<file path="config.mk">
export PLATFORM = sky130hd
export DESIGN_NAME = regfile_arbiter
export DESIGN_NICKNAME = d
export VERILOG_FILES = /design/src/rtl/regfile_arbiter.sv
export SDC_FILE = /design/constraint.sdc
export NUM_CORES = 1
export LEC_CHECK = 0
export CAP_MARGIN = 5
export CORE_UTILIZATION = 39
export DETAILED_ROUTE_END_ITERATION = 8
export HOLD_SLACK_MARGIN = 0.15
export PLACE_DENSITY_LB_ADDON = 0.12
export SLEW_MARGIN = 20
export SYNTH_ARGS = -nofsm -noshare
export SYNTH_HDL_FRONTEND = slang
export SYNTH_SLANG_ARGS = --single-unit
</file>
<file path="constraint.sdc">
create_clock -name Clk -period 5.4 [get_ports Clk]
set_input_delay 0.81 -clock Clk [delete_from_list [all_inputs] [get_ports Clk]]
set_output_delay 0.81 -clock Clk [all_outputs]
set_load 0.01 [all_outputs]
</file>
<file path="src/rtl/regfile_arbiter.sv">
// regfile_arbiter: round-robin arbiter and sequencer between two command
// masters and a 32x32 register file. A command is accepted in IDLE, drives the
// register file for exactly one cycle in ISSUE, and its read data is held in
// RESP until the owning requester takes it.
module regfile_arbiter (
  input  logic        Clk,
  input  logic        Reset,
  input  logic [1:0]  ReqValid,
  output logic [1:0]  ReqReady,
  input  logic [1:0]  ReqWr,
  input  logic [9:0]  ReqRA,
  input  logic [9:0]  ReqRB,
  input  logic [9:0]  ReqRW,
  input  logic [63:0] ReqData,
  output logic [1:0]  RspValid,
  input  logic [1:0]  RspReady,
  output logic [31:0] RspA,
  output logic [31:0] RspB,
  output logic        Busy,
  output logic [4:0]  RA,
  output logic [4:0]  RB,
  output logic [4:0]  RW,
  output logic [31:0] BusW,
  output logic        RegWr,
  input  logic [31:0] BusA,
  input  logic [31:0] BusB
);

  typedef enum logic [1:0] {
    IDLE  = 2'd0,
    ISSUE = 2'd1,
    RESP  = 2'd2
  } state_t;

  state_t      state_q, state_d;
  logic        prio_q, prio_d;
  logic        grant_q, grant_d;
  logic        wr_q, wr_d;
  logic [4:0]  ra_q, ra_d;
  logic [4:0]  rb_q, rb_d;
  logic [4:0]  rw_q, rw_d;
  logic [31:0] data_q, data_d;
  logic [31:0] rsp_a_q, rsp_a_d;
  logic [31:0] rsp_b_q, rsp_b_d;

  logic        grant_sel;
  logic [1:0]  req_ready;

  // Next-state logic: pick a winner in IDLE, capture read data at the end of
  // ISSUE, and hand the priority to the other requester when a response drains.
  always_comb begin
    state_d   = state_q;
    prio_d    = prio_q;
    grant_d   = grant_q;
    wr_d      = wr_q;
    ra_d      = ra_q;
    rb_d      = rb_q;
    rw_d      = rw_q;
    data_d    = data_q;
    rsp_a_d   = rsp_a_q;
    rsp_b_d   = rsp_b_q;
    req_ready = 2'b00;

    if (ReqValid == 2'b11) begin
      grant_sel = prio_q;
    end else begin
      grant_sel = ReqValid[1];
    end

    case (state_q)
      IDLE: begin
        if (|ReqValid) begin
          req_ready = grant_sel ? 2'b10 : 2'b01;
          grant_d   = grant_sel;
          wr_d      = grant_sel ? ReqWr[1]         : ReqWr[0];
          ra_d      = grant_sel ? ReqRA[9:5]       : ReqRA[4:0];
          rb_d      = grant_sel ? ReqRB[9:5]       : ReqRB[4:0];
          rw_d      = grant_sel ? ReqRW[9:5]       : ReqRW[4:0];
          data_d    = grant_sel ? ReqData[63:32]   : ReqData[31:0];
          state_d   = ISSUE;
        end
      end
      ISSUE: begin
        rsp_a_d = BusA;
        rsp_b_d = BusB;
        state_d = RESP;
      end
      RESP: begin
        if (RspReady[grant_q]) begin
          prio_d  = ~grant_q;
          state_d = IDLE;
        end
      end
      default: begin
        state_d = IDLE;
      end
    endcase
  end

  // Control state: FSM, priority pointer and the id of the current owner.
  always_ff @(posedge Clk or posedge Reset) begin
    if (Reset) begin
      state_q <= IDLE;
      prio_q  <= 1'b0;
      grant_q <= 1'b0;
    end else begin
      state_q <= state_d;
      prio_q  <= prio_d;
      grant_q <= grant_d;
    end
  end

  // Datapath state: latched command (which also holds the register-file
  // address/data outputs between commands) and the captured read data.
  always_ff @(posedge Clk or posedge Reset) begin
    if (Reset) begin
      wr_q    <= 1'b0;
      ra_q    <= 5'd0;
      rb_q    <= 5'd0;
      rw_q    <= 5'd0;
      data_q  <= 32'd0;
      rsp_a_q <= 32'd0;
      rsp_b_q <= 32'd0;
    end else begin
      wr_q    <= wr_d;
      ra_q    <= ra_d;
      rb_q    <= rb_d;
      rw_q    <= rw_d;
      data_q  <= data_d;
      rsp_a_q <= rsp_a_d;
      rsp_b_q <= rsp_b_d;
    end
  end

  // Outputs: ReqReady is masked by Reset so nothing is offered while reset is
  // held; writes to R0 are dropped but the command still completes.
  always_comb begin
    ReqReady = Reset ? 2'b00 : req_ready;
    RspValid = (state_q == RESP) ? (grant_q ? 2'b10 : 2'b01) : 2'b00;
    RegWr    = (state_q == ISSUE) && wr_q && (rw_q != 5'd0);
    Busy     = (state_q != IDLE);
    RA       = ra_q;
    RB       = rb_q;
    RW       = rw_q;
    BusW     = data_q;
    RspA     = rsp_a_q;
    RspB     = rsp_b_q;
  end

endmodule

</file>
======== After elaboration in Yosys (flattened, before gate mapping) ========
Index checks and enable logic that the tools add are counted.
word-level totals
  register bits after elaboration ......... 116
  bits in latches ......................... 0
  memory bits (writable) .................. 0
  memory bits (read-only) ................. 0
  input bits .............................. 166
  output and inout bits ................... 117
  word-level logic and storage cells ...... 43
  memories ................................ 0
operators by class
  add/sub/neg operators ................... 0
  $mul .................................... 0
  divide/modulo/power cells ............... 0
  order comparisons ....................... 1
  equality and inequality tests ........... 5
  shift-type cells ........................ 0
  multiplexer cells ....................... 17
  bitwise gates (word level) .............. 1
  reductions and logical operators ........ 9
operators with widths
  operator            number
  $mux 32             1
  $mux 2              8
  $mux 5              3
  $pmux 2 s3          1
  $reduce_and 2->1    3
  $reduce_bool 5->1   1
  $eq 2x2->1 const B  2
  $mux 1              4
  $ne 2x2->1 const B  2
  $eq 2x1->1 const B  1
  $logic_and 1x1->1   2
  $logic_not 2->1     1
  $lt 1x2->1 const B  1
  $reduce_bool 2->1   1
  $reduce_or 2->1     1
  $not 1->1           1

======== Longest topological paths before layout ========
  word-level depth ........................ 6
  depth in mapped cells ................... 6
  gate-level depth less buffers ........... 3

======== Least setup slack after synthesis ========
No wires, ideal clock.
  path kind ............................... input -> output
  from .................................... input port Reset
  to ...................................... output port ReqReady[0]
  data arrival time ....................... 3718 ps
  data required time ...................... 4590 ps
  setup slack ............................. 872 ps
  stages .................................. 2
  buffers on the path ..................... 0
  cell sequence ........................... inv_1 and3_1
between the ends
  longest elaborated chain between the ends .. 1
ends and longest elaborated chain
  item                line  RTL
  start: declaration  7     input logic Reset,
  $mux 2              138   ReqReady = Reset ? 2'b00 : req_ready;
  end: declaration    9     output logic [1:0] ReqReady,
No other way between the ends.

======== Worst setup path after layout ========
  from .................................... input port ReqValid[0]
  to ...................................... output port ReqReady[1]
between the ends
  longest elaborated chain between the ends .. 6
  elaborated cells between the ends (all ways) .. 7
  classes of those cells .................. 1 x eq/ne; 5 x mux; 1 x reduce/logical
ends and longest elaborated chain
  item                line  RTL
  start: declaration  8     input logic [1:0] ReqValid,
  $eq 2x2->1          64    if (ReqValid == 2'b11) begin
  $mux 1              64
  $mux 2              73    req_ready = grant_sel ? 2'b10 : 2'b01;
  $mux 2 *            72    if (|ReqValid) begin
  $mux 2 *            70    case (state_q)
  $mux 2 *            138
Every way passes the cells marked *; elsewhere a longest branch is shown, timed or not.

==> qor.txt <==
status - complete, no violations
Slew @ Worst Pin - 1.08 ns
initial antenna violation count - 0
placed inst area - 0.00794 sq mm
crit path launch type - primary input
first-pass GRT wire length - 24700 um
nets@finish - 824
Pwr Density - 594 mW/mm^2
DRT iter0 DRCs - 432
largest family of logic cells by synthesized area - compound AO/OA/AOI/OAI gates
WP data arrival - 3.06 ns
io pins - 283
DIE AREA - 0.0135 sq mm
total track usage - 24.7%
hold_buf cts - 0
XOR/XNOR Fraction of Synth Area - 0%
multiplexer share of the synthesized area - 14.2%
WL/cell - 19.5 um
sequential share of power - 31.1%
CTS tree - built
clock sink count - 116
post-route cell area - 0.00855 sq mm
Row Count - 41
TNS Setup - 0 ns
Max Root-Sink Buffers - 2
critical path peak fanout - 49
Psw - 1.58 mW
worst min path class - reg -> reg
Placer Congestion - 0.751
RSZ-0062 raised after global routing - false
Netlist cell types - 24
Post-Synthesis Cells - 395
Final ANT Viol Nets - 0
internal power - 3.50 mW
Die Wd - 116 um
nature of the critical path endpoint - output port
worst rel slew slack - 28.1%
share of total power in the clock network - 21.9%
TritonCTS Buffers - 17
Crit path required time - 4.59 ns
Slew Limit Fails - 0
Worst VDD drop - 329 uV
synthesized area - 0.00507 sq mm
Fin Hold WS - 0.498 ns
number of setup buffers added after CTS - 0
Core Area - 0.0127 sq mm
Fin. Hold Viols - 0
via/cell ratio - 5.38
CP Class - in -> out
Area Growth Syn to Fin - 68.6%
Max Cap Viol - 0
Yosys reg bits - 116
cts repair resizes - 0
Mapped Nets - 561
adder-cell share of the synthesized area - 0%
Period minus WS final - 3.87 ns
DRT Pass-1 Iters - 4
CTS H-Tree Depth - 4
Root Buffer - clkbuf_16
Initial Utilization - 40.0%
Synth warnings - 0
layout cell share with drive strength beyond 1 - 15.4%
Peak Freq - 258 MHz
gr ovfl total - 0
Leakage - 3.34 nW
register area share after synthesis - 57.3%
vias in the first global route - 4686
# diodes - 0
crit share post-route - 71.7%
post-synthesis compound-gate area fraction - 22.0%
Comb power frac - 47.0%
Synth Area in Simple Gates - 2.02%
clk_skew - 0.00853 ns
port bufs - 282
Synth Area per Inst - 12.8 sq um
worst-skew pair later-pin latency - 0.41 ns
DP HPWL - 11100 um
DIE HEIGHT - 116 um
power after layout - 5.08 mW
post-route DRC violation count - 0
Vias - 4533
final setup violation count - 0
switch share - 31.1%
clk slew on worst S/H paths - 0.05 ns
largest net degree at the start of global routing - 85
Total Wirelength - 16500 um
-- state kept, by name (all words and copies together) (netlist names), 2 cells and up --
signal	flops
RspB	32
RspA	32
state_q	2
BusW	32
RW	5
RA	5
RB	5
-- final timing paths --
kind / from / cells past startpoint / to / slack (ns)
max in group asynchronous: Reset / 3 / BusW[7] / 3.50
worst max-delay path: ReqValid[0] / 5 / ReqReady[1] / 1.53
worst min register to register: RspB[10] / 1 / RspB[10] / 0.50
worst max register to register: state_q[0] / 4 / BusW[21] / 3.26
worst min-delay path: RspB[10] / 1 / RspB[10] / 0.50
min in group asynchronous: Reset / 2 / RspB[30] / 0.79
-- metrics by stage --
stage	setup slack [ns]	utilization (%)	cells
detailed placement	1.54	62.6	810
CTS	1.52	67.3	842
finish	1.53	67.4	843
floorplan	0.872	-	395
global route	1.34	67.4	843
global placement	1.56	62.6	810
-- layout make-up --
type,instances,area (sq um)
clock buffer,29,520
clock inverter,3,65.1
fill,990,4130
inverter,4,17.5
multi-input combinational,231,1950
sequential,116,2900
tap,172,215
timing repair buffer,288,2880
-- cell usage after synthesis (all sizes together) --
cell	instances	area [sq um]
and3	2	12.5
and2b	1	7.51
nor3	1	5.00
o21ai	53	265
nand2b	3	18.8
a21oi	1	5.00
buf	30	159
nor2	5	33.8
a31oi	1	6.26
or4	1	7.51
inv	4	15.0
nand2	1	3.75
nor3b	1	7.51
a2bb2oi	48	420
mux2	64	721
dfrtp	116	2900
clkbuf	14	52.6
or2	1	6.26
a311oi	48	420
-- routing by layer --
metal / routed length (um) / vias to the layer above / track usage, %
li1: - / 2050 / -
met1: 6330 / 2248 / 29.3
met2: 8140 / 206 / 40.2
met3: 1600 / 29 / 9.15
met4: 412 / 0 / 10.5
met5: 0 / - / 0
-- cell usage in the layout (no fill, tap or decap), drive strengths merged, types with 4 or more instances in the layout --
| master | synthesis | final |
|---|---|---|
| mux2 | 64 | 64 |
| o21ai | 53 | 53 |
| clkdlybuf4s50 | 0 | 281 |
| dfrtp | 116 | 116 |
| inv | 4 | 4 |
| nor2 | 5 | 5 |
| clkbuf | 14 | 29 |
| buf | 30 | 7 |
| a311oi | 48 | 48 |
| a2bb2oi | 48 | 48 |
-- power groups by stage --
stage / clock network, mW / registers (mW) / logic, mW
global placement: 0 / 1.56 / 2.36
finish: 1.11 / 1.58 / 2.38
detailed placement: 0 / 1.58 / 2.40
floorplan: 0 / 1.75 / 1.01
CTS: 1.13 / 1.58 / 2.41
global route: 1.17 / 1.63 / 2.55
-- worst max-delay path, cell delays in order --
cell and delay (ns):
clkdlybuf4s50_1 0.50, nand2b_2 0.74, nand2_1 0.18, nor3_1 0.22, clkdlybuf4s50_1 0.60
-- cells by family (layout without fill, tap and decap cells) --
kind of cell | count (synthesis) | after routing
AO/OA/AOI/OAI | 151 | 151
flip-flops | 116 | 116
multiplexers | 64 | 64
buffers and inverters | 48 | 324
AND/OR/NAND/NOR | 16 | 16
No activity file was read; power rests on OpenSTA's default activity.
